### config.mk
export PLATFORM = sky130hd
export DESIGN_NAME = uart_cfg_regs
export DESIGN_NICKNAME = d
export VERILOG_FILES = /design/src/rtl/uart_cfg_pkg.sv /design/src/rtl/uart_cfg_apb_fsm.sv /design/src/rtl/uart_cfg_regs.sv
export SDC_FILE = /design/constraint.sdc
export NUM_CORES = 1
export LEC_CHECK = 0
export ABC_AREA = 1
export BUFFER_PORTS_ARGS = -buffer_cell sky130_fd_sc_hd__buf_2
export CORE_MARGIN = 5
export CORE_UTILIZATION = 49
export DETAILED_ROUTE_END_ITERATION = 6
export PLACE_DENSITY_LB_ADDON = 0.2
export SYNTH_ARGS = -nofsm -noshare
export SYNTH_HDL_FRONTEND = slang
export SYNTH_SLANG_ARGS = --single-unit
### constraint.sdc
create_clock -name clk_i -period 2.2 [get_ports clk_i]
set_input_delay 0.33 -clock clk_i [delete_from_list [all_inputs] [get_ports clk_i]]
set_output_delay 0.33 -clock clk_i [all_outputs]
set_load 0.01 [all_outputs]
### src/rtl/uart_cfg_pkg.sv
// UART configuration register block: shared types and constants.
// Register offsets, SETUP layout, reset values and APB FSM states.
package uart_cfg_pkg;

   typedef struct packed {
      logic [15:0] clk_div;
      logic        rx_en;
      logic        tx_en;
      logic        stop_bits;
      logic [1:0]  data_bits;
      logic        parity_en;
   } cfg_t;

   localparam int OFF_SETUP  = 'h00;
   localparam int OFF_STATUS = 'h04;
   localparam int OFF_ERROR  = 'h08;
   localparam int OFF_IRQ_EN = 'h0C;

   localparam logic [31:0] SETUP_RST = 32'h0000_0006;

   localparam cfg_t CFG_RST = '{
      clk_div:   16'h0000,
      rx_en:     1'b0,
      tx_en:     1'b0,
      stop_bits: 1'b0,
      data_bits: 2'b11,
      parity_en: 1'b0
   };

   typedef enum logic [1:0] {
      IDLE = 2'd0,
      WAIT = 2'd1,
      RESP = 2'd2
   } apb_st_t;

   function automatic logic [31:0] cfg2word(cfg_t c);
      return {c.clk_div, 6'b0, c.rx_en, c.tx_en,
              4'b0, c.stop_bits, c.data_bits, c.parity_en};
   endfunction

endpackage

### src/rtl/uart_cfg_apb_fsm.sv
// APB3 responder handshake: wait-state counter, abort and slverr.
// Emits one-cycle commit strobes and read-data load controls.
import uart_cfg_pkg::*;

module uart_cfg_apb_fsm #(
   parameter int WAIT_STATES = 0,
   parameter int ADDR_W      = 5
) (
   input  logic              clk_i,
   input  logic              rst_i,
   input  logic              psel_i,
   input  logic              penable_i,
   input  logic              pwrite_i,
   input  logic [ADDR_W-1:0] paddr_i,
   output logic              pready_o,
   output logic              pslverr_o,
   output logic              wr_stb,
   output logic              rd_stb,
   output logic              ld_rd,
   output logic              ld_zero,
   output logic [ADDR_W-1:0] addr
);

   apb_st_t    state_q;
   apb_st_t    state_nx;
   logic [2:0] cnt_q;
   logic [2:0] cnt_nx;
   logic       access;
   logic       bad;
   logic       enter;

   assign access = psel_i & penable_i & ~pready_o;

   assign bad = (paddr_i > ADDR_W'(OFF_IRQ_EN))
              | (paddr_i[1:0] != 2'b00)
              | (pwrite_i & ((paddr_i == ADDR_W'(OFF_STATUS))
                           | (paddr_i == ADDR_W'(OFF_ERROR))));

   assign enter = (state_nx == RESP) & (state_q != RESP);

   // state, wait counter and registered response flags
   always_ff @(posedge clk_i or posedge rst_i) begin
      if (rst_i) begin
         state_q   <= IDLE;
         cnt_q     <= 3'd0;
         pready_o  <= 1'b0;
         pslverr_o <= 1'b0;
      end else begin
         state_q   <= state_nx;
         cnt_q     <= cnt_nx;
         pready_o  <= enter;
         pslverr_o <= enter & bad;
      end
   end

   // next state; the enable cycle counts as wait cycle 0, so
   // RESP is reached WAIT_STATES+1 edges after the first enable
   always_comb begin
      state_nx = state_q;
      cnt_nx   = cnt_q;
      unique case (state_q)
         IDLE: begin
            if (access) begin
               if (WAIT_STATES == 0) begin
                  state_nx = RESP;
               end else begin
                  state_nx = WAIT;
                  cnt_nx   = 3'd1;
               end
            end
         end
         WAIT: begin
            if (!psel_i) begin
               state_nx = IDLE;
               cnt_nx   = 3'd0;
            end else if (cnt_q == 3'(WAIT_STATES)) begin
               state_nx = RESP;
               cnt_nx   = 3'd0;
            end else begin
               cnt_nx = cnt_q + 3'd1;
            end
         end
         RESP: begin
            state_nx = IDLE;
            cnt_nx   = 3'd0;
         end
         default: begin
            state_nx = IDLE;
            cnt_nx   = 3'd0;
         end
      endcase
   end

   // commit strobes during RESP, data load on entry to RESP
   always_comb begin
      wr_stb  = pready_o & pwrite_i & ~pslverr_o;
      rd_stb  = pready_o & ~pwrite_i & ~pslverr_o;
      ld_rd   = enter & ~pwrite_i & ~bad;
      ld_zero = enter & (pwrite_i | bad);
      addr    = paddr_i;
   end

endmodule

### src/rtl/uart_cfg_regs.sv
// UART configuration registers: SETUP, STATUS, ERROR, IRQ_EN.
// UART_CFG_SHADOW_EN defers SETUP writes until tx and rx are idle.
import uart_cfg_pkg::*;

module uart_cfg_regs #(
   parameter int WAIT_STATES = 0,
   parameter int ADDR_W      = 5
) (
   input  logic              clk_i,
   input  logic              rst_i,
   input  logic              psel_i,
   input  logic              penable_i,
   input  logic              pwrite_i,
   input  logic [ADDR_W-1:0] paddr_i,
   input  logic [31:0]       pwdata_i,
   output logic [31:0]       prdata_o,
   output logic              pready_o,
   output logic              pslverr_o,
   input  logic              tx_busy_i,
   input  logic              rx_busy_i,
   input  logic              rx_ovf_i,
   input  logic              rx_par_err_i,
   output cfg_t              cfg_o,
   output logic              err_irq_o
);

   logic              wr_stb;
   logic              rd_stb;
   logic              ld_rd;
   logic              ld_zero;
   logic [ADDR_W-1:0] addr;

   logic              sel_setup;
   logic              sel_status;
   logic              sel_error;
   logic              sel_irq;

   cfg_t              cfg_q;
   cfg_t              wcfg;
   cfg_t              view;
   logic              pend;
   logic [1:0]        err_q;
   logic [1:0]        clr;
   logic [1:0]        irq_en_q;
   logic [31:0]       rdata;
   logic              unused_wdata;

   uart_cfg_apb_fsm #(
      .WAIT_STATES (WAIT_STATES),
      .ADDR_W      (ADDR_W)
   ) u_fsm (
      .clk_i     (clk_i),
      .rst_i     (rst_i),
      .psel_i    (psel_i),
      .penable_i (penable_i),
      .pwrite_i  (pwrite_i),
      .paddr_i   (paddr_i),
      .pready_o  (pready_o),
      .pslverr_o (pslverr_o),
      .wr_stb    (wr_stb),
      .rd_stb    (rd_stb),
      .ld_rd     (ld_rd),
      .ld_zero   (ld_zero),
      .addr      (addr)
   );

   assign sel_setup  = (addr == ADDR_W'(OFF_SETUP));
   assign sel_status = (addr == ADDR_W'(OFF_STATUS));
   assign sel_error  = (addr == ADDR_W'(OFF_ERROR));
   assign sel_irq    = (addr == ADDR_W'(OFF_IRQ_EN));

   assign wcfg = '{
      clk_div:   pwdata_i[31:16],
      rx_en:     pwdata_i[9],
      tx_en:     pwdata_i[8],
      stop_bits: pwdata_i[3],
      data_bits: pwdata_i[2:1],
      parity_en: pwdata_i[0]
   };

   assign unused_wdata = ^{pwdata_i[15:10], pwdata_i[7:4]};

   assign clr   = {2{rd_stb & sel_error}};
   assign cfg_o = cfg_q;

`ifdef UART_CFG_SHADOW_EN
   cfg_t shadow_q;
   logic pend_q;

   assign view = shadow_q;
   assign pend = pend_q;

   // shadow capture and deferred apply while the datapath is idle
   always_ff @(posedge clk_i or posedge rst_i) begin
      if (rst_i) begin
         shadow_q <= CFG_RST;
         pend_q   <= 1'b0;
         cfg_q    <= CFG_RST;
      end else begin
         if (pend_q && !tx_busy_i && !rx_busy_i) begin
            cfg_q  <= shadow_q;
            pend_q <= 1'b0;
         end
         if (wr_stb && sel_setup) begin
            shadow_q <= wcfg;
            pend_q   <= 1'b1;
         end
      end
   end
`else
   assign view = cfg_q;
   assign pend = 1'b0;

   // direct SETUP update on the write edge
   always_ff @(posedge clk_i or posedge rst_i) begin
      if (rst_i) begin
         cfg_q <= CFG_RST;
      end else if (wr_stb && sel_setup) begin
         cfg_q <= wcfg;
      end
   end
`endif

   // sticky error bits; a new pulse wins over a read-clear
   always_ff @(posedge clk_i or posedge rst_i) begin
      if (rst_i) begin
         err_q <= 2'b00;
      end else begin
         err_q <= (err_q & ~clr) | {rx_par_err_i, rx_ovf_i};
      end
   end

   // interrupt enables
   always_ff @(posedge clk_i or posedge rst_i) begin
      if (rst_i) begin
         irq_en_q <= 2'b00;
      end else if (wr_stb && sel_irq) begin
         irq_en_q <= pwdata_i[1:0];
      end
   end

   // registered level interrupt
   always_ff @(posedge clk_i or posedge rst_i) begin
      if (rst_i) begin
         err_irq_o <= 1'b0;
      end else begin
         err_irq_o <= |(err_q & irq_en_q);
      end
   end

   // read mux
   always_comb begin
      rdata = 32'h0;
      unique case (1'b1)
         sel_setup:  rdata = cfg2word(view);
         sel_status: rdata = {29'b0, pend, rx_busy_i, tx_busy_i};
         sel_error:  rdata = {30'b0, err_q};
         sel_irq:    rdata = {30'b0, irq_en_q};
         default:    rdata = 32'h0;
      endcase
   end

   // read data loaded on entry to RESP, held otherwise
   always_ff @(posedge clk_i or posedge rst_i) begin
      if (rst_i) begin
         prdata_o <= 32'h0;
      end else if (ld_zero) begin
         prdata_o <= 32'h0;
      end else if (ld_rd) begin
         prdata_o <= rdata;
      end
   end

endmodule

==> results of run 1 <==
-- synthesized netlist by cell type (all sizes together) --
master	number	area share [%]
conb	1	0.14
nand2	83	13
nor2	15	3.1
nand4	6	2.0
dfstp	2	2.0
nand3	24	4.5
xor2	1	0.33
buf	21	7.0
a22o	1	0.33
ha	2	0.95
inv	36	5.1
a21oi	4	0.76
and2	1	0.24
clkinv	1	0.19
nor3	1	0.19
dfrtp	54	51
o21ai	27	8.2
a21o	2	0.57
-- worst reg2reg max path, cell delays in order, from the launching register on --
cell and delay (ps):
dfrtp_1 400, inv_1 60, ha_1 180, inv_1 60, nor2_1 40, nand2_1 50, and2_1 240, clkinv_2 320
nand3_1 170, nand2_1 60
-- power groups by stage --
| stage | Combinational [µW] | Clock [µW] | Sequential (µW) |
|---|---|---|---|
| after floorplan | 130 | 0 | 1130 |
| after global placement | 215 | 0 | 1110 |
| after detailed placement | 220 | 0 | 1110 |
| after CTS | 222 | 624 | 1090 |
| after global routing | 245 | 658 | 1100 |
| final | 217 | 604 | 1090 |
-- logic make-up after synthesis --
| group | synth area share (%) |
|---|---|
| xor+xnor | 0.3309 |
| buf+inv | 12.29 |
| compound gates | 9.877 |
| simple gates | 23.39 |
| fa+ha+maj | 0.9450 |
| flops | 53.02 |
| other cells | 0.1416 |
-- layer usage --
| metal | GRT usage (%) | part of all wire, % |
|---|---|---|
| met1 | 17.88 | 40 |
| met2 | 30.47 | 52 |
| met3 | 4.344 | 6.7 |
| met4 | 5.263 | 1.4 |
| met5 | 0 | 0 |
-- area by class of cell --
type | instances | area share, %
Inverter | 37 | 4.443
Tap cell | 70 | 2.777
Timing Repair Buffer | 88 | 14.91
Clock buffer | 8 | 3.173
Sequential cell | 56 | 44.51
Multi-Input combinational cell | 177 | 30.19
-- registers in the layout, summed over array words and instances (netlist names) --
| name | count |
|---|---|
| cfg_o | 22 |
| prdata_o | 22 |
| u_fsm.cnt_q | 3 |
| err_q | 2 |
| irq_en_q | 2 |
| u_fsm.state_q | 2 |
| err_irq_o | 1 |
| u_fsm.pready_o | 1 |
| u_fsm.pslverr_o | 1 |
-- repair_timing --
item	CTS	global route
hold buffers	1	0
endpoints found under the hold margin	12	0
gates resized for setup	0	0
-- stage by stage --
step,util (%),instance area [µm²],power [µW],setup slack [ps]
2_1_floorplan,-,2681,1256,502.0
3_3_place_gp,58.85,3044,1328,533.8
3_5_place_dp,58.85,3044,1333,481.4
4_1_cts,60.98,3154,1938,476.7
5_1_grt,60.98,3154,2000,299.6
6_report,60.98,3154,1914,513.5
-- worst max path at each step --
stage                                           from                  endpoint  slack [ps]  cells past startpoint
after floorplan                                rst_i      cfg_o[0]$_DFFE_PP0P_         500                      1
final                     u_fsm.cnt_q[0]$_DFFE_PP0N_   prdata_o[9]$_DFFE_PP0P_         510                      9
after CTS                 u_fsm.cnt_q[0]$_DFFE_PP0N_  prdata_o[30]$_DFFE_PP0P_         480                      9
after detailed placement  u_fsm.cnt_q[0]$_DFFE_PP0N_   prdata_o[9]$_DFFE_PP0P_         480                      9
after global placement    u_fsm.cnt_q[0]$_DFFE_PP0N_  prdata_o[17]$_DFFE_PP0P_         530                      9
after global routing      u_fsm.cnt_q[0]$_DFFE_PP0N_  prdata_o[16]$_DFFE_PP0P_         300                      9
==> metrics, run 1 <==
I/O Buffers 82; Seq/Total Area, Yosys 53.02%; reg-to-reg slack, setup 510 ps; IO Count 103; Total Neg Setup Slack 0 ps; vias in the first global route 2076; switch share 24.80%; Mapped Cells 282; Multi-input gate area 952.2 µm²; Max-slew headroom 57.67%; worst-margin pin slew 634.9 ps; Hold Startpoint rx_ovf_i; Layout area overhead 19.14%; static leakage 0.001877 µW; Clock Sinks 56; CTS Buf Count 5; FMAX around 590 MHz; clk root buf clkbuf_8; Post-Layout Cell Count 436; flop and latch count out of synthesis 56; Max Cap Violations 0; fillers 480; drt total wl 5453 µm; Synth cell types 27; Final setup viols 0; DRC 0; Final min period 1687 ps; R2R cell count 9; Switching Power approximately 470 µW; cell area after synthesis 0.002648 mm²; most common cell after layout, fill and taps aside buf_2; ANT cells 0; WP data required around 2400 ps; initial antenna violation count 0; unrepaired setup endpoints after global routing false; cell row count 26; kind of cell adding the most delay to the critical path simple AND/OR/NAND/NOR gates; Buf+Inv Stages, Crit Path 3; status complete, no violations; hold path cells 2; die height 83.51 µm; Routability Congestion 0.8271; Via density 4.633; fin crit share 76.66%; CTS tree yes; R2R Path End prdata_o[9]$_DFFE_PP0P_; H-tree depth 2; Die W 83.51 µm; largest net degree at the start of global routing 45; Seq pwr share roughly 57%; DP HPWL 4062 µm; Peak supply drop 0.2897 mV; Setup Fix Bufs, Post-CTS 0; Worst Setup End Kind flop; CTS clk-pin slew, worst paths 100 ps; Setup Skew about 7.3 ps; die area 0.006973 mm²; Hold Path Class input pin to flop; Remaining Overflow, GRT 0; Max stage delay cell, worst path dfrtp_1; crit-path cells inv_1, ha_1, inv_1, nor2_1, nand2_1, and2_1, clkinv_2, nand3_1, nand2_1; wire per inst ~13 µm; total power per unit cell area 606.7 mW/mm²; Clk network pwr share 31.6%; Initial DRC Count 29; share of cells above drive strength 1 just under 40%; Comb pwr share 11.3%; P_int 1439 µW; register area 0.001404 mm²; vias post-DR around 2000; Placed Cells around 430; Final Hold Vio Count 0; first-pass GRT wire length 9342 µm; crit path max fanout 21; arrival time at the worst endpoint 1890 ps; overall routing resource usage approximately 16%; Crit path largest cell delay roughly 400 ps; WS Path Type flop to flop; final slew viol count 0; drt first pass iters 4; Worst Setup Start Kind flop; Min Hold Slack 202.5 ps; Worst Hold End err_q[0]$_DFF_PP0_; NumNets Final 413; Initial Utilization 51.19%; most frequent cells in the layout buf_2, nand2_1, dfrtp_1; Core ar. 0.005172 mm²; Avg Cell Area, Syn 9.388 µm²; Clock Latency Late Sink 310 ps; antenna-violating nets left 0; yosys synthesis warning count 0; Clock Path Buffers 2; Reg2Reg Launch Point u_fsm.cnt_q[0]$_DFFE_PP0N_
Power figures use the tool's default switching activity.
==> inputs of run 2 (changes only) <==
- ABC_AREA: 1 -> 0
- CORE_UTILIZATION: 49 -> 43
- clock period: 2.2 -> 1.5 ns (I/O delays scaled with it)
==> run 2 against run 1 <==
Net effect:
- the flow now finishes with violations (setup timing)
- hold slack lost 110 ps
- maximum frequency grew 2.8%
- wire length grew 1.0%
- sequential share of layout area decreased by 2.0 points
- global-route usage decreased by 0.99 points
- die area increased by 9.2%
- setup slack worse by 650 ps
- synthesized cell count fell by 35%
- clock power up 42%
- critical endpoint is now prdata_o[22]$_DFFE_PP0P_
==> metrics, run 2 <==
synth cell count leaders dfrtp_1, mux2_2, and3_1; drt total wl 5510 µm (+1.0%); XOR/XNOR Fraction of Synth Area 0.3413% (+0.010 points); unrepaired setup endpoints after global routing true; die height 87.25 µm (+4.5%); WP data required 1700 ps (-700 ps); most common cell after layout, fill and taps aside buf_2; share of cells above drive strength 1 58.33% (+20 points); cell row count 28 (+7.7%); P_int 2094 µW (+46%); wire per inst 15.18 µm (+21%); WS Path Type flop to flop; Routability Congestion 0.8121 (-1.8%); Multi-input gate area 0.001056 mm² (+11%); cell area after synthesis 0.002566 mm² (-3.1%); worst slack, placed -143.3 ps (-624.7 ps); Remaining Overflow, GRT 0 (unchanged); Clock Sinks 56 (unchanged); main combinational cell family by area after synthesis multiplexers; status finished with violations; largest net degree at the start of global routing 29 (-36%); Post-Layout Cell Count 363 (-17%); I/O Buffers 82 (unchanged); flop and latch count out of synthesis 56 (unchanged); Post-synth ARST share 100.0% (unchanged); Final setup viols 22 (+22); Max Cap Violations 0 (unchanged); worst setup margin -140.8 ps (-654.3 ps); simple-gate share of the synthesized area 10.29% (-13 points); CTS Buf Count 5 (unchanged); Clock Path Buffers 2 (unchanged); static leakage 0.001846 µW (-1.7%); count leader, synth dfrtp_1; Worst Setup Start Kind flop; fin crit share 109.4% (+33 points); Util after Layout 56.46% (-4.5 points); initial antenna violation count 0 (unchanged); vias in the first global route 1886 (-9.2%); Setup crit start u_fsm.state_q[0]$_DFF_PP0_; hold path cells 2 (unchanged); CTS clk-pin slew, worst paths 100 ps (about the same); ANT cells 0 (unchanged); drt first pass iters 4 (unchanged); CTS tree yes; total power 2770 µW (+45%); arrival time at the worst endpoint 1840 ps (-50 ps); overall routing resource usage 15.34% (-0.99 points); DRC 0 (unchanged); failing checks setup timing; NumNets Final 335 (-19%); Avg Cell Area, Syn 13.95 µm² (+49%); biggest area consumer among synthesized cells dfrtp_1; Top FF cell, synth dfrtp_1; EDFF count, synth 0 (unchanged); Placed Cells 353 (-17%); most frequent cells in the layout buf_2, dfrtp_1, mux2_2; Seq/Total Area, Yosys 54.71% (+1.7 points); Final min period 1641 ps (-45.70 ps); first-pass GRT wire length 9059 µm (-3.0%); Synth cell types 36 (+33%); Via density 4.882 (+5.4%); Final Hold Vio Count 0 (unchanged); Clock Latency Late Sink 300 ps (about the same); Reg2Reg Launch Point u_fsm.state_q[0]$_DFF_PP0_; final slew viol count 0 (unchanged); switch share 24.41% (-0.39 points); Clk network pwr share 30.9% (-0.7 points); Initial DRC Count 41 (+41%); DP HPWL 4163 µm (+2.5%); Hold Startpoint rx_par_err_i; register area 0.001404 mm² (unchanged); Initial Utilization 43.86% (-7.3 points); Layout area overhead 28.72%; Peak supply drop 0.5305 mV (+83%); crit path max fanout 15 (-29%); FMAX 609.5 MHz (+2.8%); H-tree depth 2 (unchanged); Worst Setup End Kind flop; post-synthesis mux area share 24.18% (+24 points); clk root buf clkbuf_8; Core ar. 0.005851 mm² (+13%); die area 0.007613 mm² (+9.2%); top area cells in the synthesized netlist dfrtp_1, mux2_2, mux2_4; Seq pwr share 57.4% (+0.3 points); Synth Area in Compound Gates 2.974% (-6.9 points); Die W 87.25 µm (+4.5%); R2R cell count 4 (-5); Switching Power 676.3 µW (+42%); antenna-violating nets left 0 (unchanged); Setup Skew 8.236 ps (+0.9084 ps); Hold Path Class input pin to flop; fillers 509 (+6.0%); Mapped Cells 184 (-35%); post-synth top area share 52.66% (+1.6 points); Comb pwr share 11.7% (+0.4 points); IO Count 103 (unchanged); Adder-Cell Fraction of Synth Area 0.9751% (+0.030 points); vias post-DR 1772 (-12%); Total Neg Setup Slack -2638 ps (-2638 ps); total power per unit cell area 838.6 mW/mm² (+38%); yosys synthesis warning count 0 (unchanged)
[run 2: changes by cell type after synthesis, moves of 8 or more]
| cell | before | now |
|---|---|---|
| mux2_2 | 0 | 28 |
| and3_1 | 0 | 20 |
| inv_1 | 35 | 6 |
| buf_6 | 8 | 0 |
| mux2_4 | 0 | 16 |
| nand2_2 | 14 | 0 |
| nand3_1 | 24 | 2 |
| nor2_1 | 11 | 1 |
| o21ai_2 | 22 | 0 |
| nand2_1 | 68 | 4 |
[run 2: layer usage]
layer	vias to the layer above	share of wire, %	global-route usage [%]
met4	0	1.9	4.742
met2	69	50	24.73
met1	862	40	19.96
met5	-	0	0
li1	830	-	-
met3	11	7.9	4.447
[run 2: timing repair]
action | 4_1_cts | 5_1_grt
endpoints found under the hold margin | 14 | 0
hold buffers | 1 | 0
cloned | 0 | 1
buffers inserted | 0 | 0
pin swaps | 0 | 2
resized for setup | 0 | 10
endpoints found under the setup margin | 22 | 48
[run 2: power groups by stage]
stage,sequential [µW],combinational [µW],clock (µW)
final,1590,325,856
after global routing,1600,360,980
after CTS,1590,328,891
after detailed placement,1620,325,0
after global placement,1620,321,0
after floorplan,1640,169,0
[run 2: critical path: stages (launching register included)]
cell     delay, ps
dfrtp_1        390
or3b_4         420
a21oi_4        200
buf_12         180
mux2_2         340
[run 2: per-stage QoR]
| stage | hold slack, ps | cell area, µm² |
|---|---|---|
| 6_report | 95.35 | 3303 |
| 5_1_grt | 88.00 | 3303 |
| 4_1_cts | 84.77 | 3263 |
| 3_5_place_dp | 245.2 | 3156 |
| 3_3_place_gp | 242.1 | 3156 |
| 2_1_floorplan | 304.7 | 2604 |
[run 2: cells by family (layout without fill, tap and decap cells)]
kind of cell    after synthesis  count (layout)
fa+ha+maj                     2               2
simple gates                 42              42
other cells                   1              10
xor+xnor                      1               1
buf+inv                      24             119
mux                          48              48
compound gates               10              10
flops                        56              56
[run 2: cell type report]
class	instances	share of cell area, %
timing repair buffer	105	18.94
inverter	6	0.7955
clock buffer	6	2.500
multi-input combinational	113	31.97
sequential	56	42.50
clock inverter	2	0.4545
tap	75	2.841
[run 2: final timing paths]
| path | end | slack (ps) |
|---|---|---|
| max in group asynchronous | cfg_o[1]$_DFFE_PP1P_ | 530 |
| max | prdata_o[22]$_DFFE_PP0P_ | -140 |
| max reg2reg | prdata_o[22]$_DFFE_PP0P_ | -140 |
| min reg2reg | err_q[1]$_DFF_PP0_ | 520 |
| min | err_q[1]$_DFF_PP0_ | 100 |
| min in group asynchronous | cfg_o[10]$_DFFE_PP0P_ | 450 |
==> inputs of run 3 (changes only) <==
- BUFFER_PORTS_ARGS: -buffer_cell sky130_fd_sc_hd__buf_2 -> -buffer_cell sky130_fd_sc_hd__buf_4
==> run 3 against run 2 <==
Net effect:
- the flow still finishes with violations (setup timing)
- largest cell class unchanged
- power increased by 0.75%
- critical path depth unchanged
- non-clock buffer count unchanged
- largest power group unchanged
- clock skew decreased by 5.1 ps
- setup slack gained 4.7 ps
- design area increased by 6.3%
- register-to-register slack is essentially flat
- wire length up 0.73%
- sequential share of layout area down 2.5 points
- critical endpoint is now prdata_o[18]$_DFFE_PP0P_
- via count fell by 2.1%
- sequential power is essentially flat
- final cell count did not move
==> metrics, run 3 (same netlist as run 2, synthesis figures left out) <==
Post-Layout Cell Count 363 (unchanged); Core ar. 0.005851 mm² (unchanged); Hold Path Class input pin to flop; worst setup margin -136.1 ps (+4.665 ps); worst setup path endpoint prdata_o[18]$_DFFE_PP0P_; CTS Buf Count 5 (unchanged); Clock Latency Late Sink 300 ps (about the same); Clock Sinks 56 (unchanged); WS Path Type flop to flop; Setup crit start u_fsm.state_q[0]$_DFF_PP0_; status finished with violations; Placed Cells 352 (-0.28%); worst slack, placed -125.5 ps (+17.87 ps); most frequent cells in the layout buf_4, dfrtp_1, mux2_2; R2R cell count 4 (unchanged); first-pass GRT wire length 8487 µm (-6.3%); FMAX 611.2 MHz (+0.29%); reg-to-reg slack, setup -140 ps (about the same); failing checks setup timing; cell row count 28 (unchanged); R2R Path End prdata_o[18]$_DFFE_PP0P_; WP data required 1690 ps (about the same); Worst Setup End Kind flop; antenna-violating nets left 0 (unchanged); initial antenna violation count 0 (unchanged); fin crit share 109.1% (-0.31 points); Worst Setup Start Kind flop; drt first pass iters 4 (unchanged); H-tree depth 2 (unchanged); Final setup viols 22 (unchanged); wire per inst 15.29 µm (+0.73%); Reg2Reg Launch Point u_fsm.state_q[0]$_DFF_PP0_; crit path max fanout 15 (unchanged); die height 87.25 µm (unchanged); DP HPWL 4129 µm (-0.82%); I/O Buffers 82 (unchanged); NumNets Final 335 (unchanged); static leakage 0.001880 µW (+1.9%); vias in the first global route 1758 (-6.8%); Remaining Overflow, GRT 0 (unchanged); arrival time at the worst endpoint 1820 ps (-20 ps); final slew viol count 0 (unchanged); Routability Congestion 0.7910 (-2.6%); clk root buf clkbuf_8; hold path cells 2 (unchanged); total power per unit cell area 795.2 mW/mm² (-5.2%); largest net degree at the start of global routing 57 (+97%); vias post-DR 1735 (-2.1%); IO Count 103 (unchanged); Min Hold Slack 101.1 ps (+5.729 ps); overall routing resource usage 14.43% (-0.91 points); Final Hold Vio Count 0 (unchanged); share of cells above drive strength 1 57.64% (-0.69 points); Via density 4.780 (-2.1%); Initial Utilization 43.86% (unchanged); unrepaired setup endpoints after global routing true; Layout area overhead 36.76%; drt total wl 5550 µm (+0.73%); Clock Path Buffers 2 (unchanged); Final min period 1636 ps (-4.665 ps); Die W 87.25 µm (unchanged); CTS clk-pin slew, worst paths 90 ps (about the same); die area 0.007613 mm² (unchanged); most common cell after layout, fill and taps aside buf_4; Initial DRC Count 42 (+2.4%); DRC 0 (unchanged); Setup Skew 3.150 ps (-5.085 ps); Peak supply drop 0.4348 mV (-18%); Max Cap Violations 0 (unchanged); ANT cells 0 (unchanged); CTS tree yes
==> run 3: report_power, final <==
| group | switching (µW) | leakage (µW) | internal [µW] | total [µW] |
|---|---|---|---|---|
| combinational | 165 | 0.00108 | 208 | 373 |
| sequential | 32.4 | 0.000758 | 1560 | 1590 |
| clock | 448 | 0.0000455 | 378 | 826 |
| total | 646 | 0.00188 | 2150 | 2790 |
==> run 3: critical path: stages (launching register included) <==
cell and delay [ps]:
dfrtp_1 390, or3b_4 420, a21oi_4 210, buf_12 190
mux2_4 310
==> run 3: repair_timing <==
item / in CTS / in global routing
hold buffers: 1 / 0
setup endpoints to repair: 22 / 46
cloned: 0 / 1
gates resized for setup: 0 / 13
hold endpoints to repair: 28 / 0
pin swaps: 0 / 1
setup buffers: 0 / 1
==> run 3: layout make-up <==
class | count | area, µm²
Clock buffer | 8 | 90.09
Sequential cell | 56 | 1404
Tap cell | 75 | 93.84
Fill cell | 496 | 2341
Multi-Input combinational cell | 113 | 1069
Inverter | 6 | 26.28
Timing Repair Buffer | 105 | 827.0
==> run 3: worst min-delay path by stage <==
stage / startpoint / end
3_5_place_dp: rst_i / cfg_o[10]$_DFFE_PP0P_
4_1_cts: rx_par_err_i / err_q[1]$_DFF_PP0_
2_1_floorplan: rst_i / cfg_o[0]$_DFFE_PP0P_
6_report: rx_par_err_i / err_q[1]$_DFF_PP0_
3_3_place_gp: rst_i / cfg_o[11]$_DFFE_PP0P_
5_1_grt: rx_par_err_i / err_q[1]$_DFF_PP0_
==> run 3: per-stage QoR <==
stage                     total power [µW]  cell area, µm²  setup TNS, ps  util (%)
after detailed placement              1994            3353          -3700     57.31
after global routing                  2929            3510          -3742     59.99
after floorplan                       1806            2604          -2748         -
after global placement                1988            3353          -3223     57.31
final                                 2791            3510          -2616     59.99
after CTS                             2833            3453          -2559     59.02
==> run 3: routing by layer <==
layer	routed length [µm]	global-route usage, %	vias to the layer above	share of wire (%)
met3	479	5.582	5	8.6
met4	47	3.347	0	0.85
li1	-	-	829	-
met2	2810	23.97	56	51
met5	0	0	-	0
met1	2213	17.74	845	40
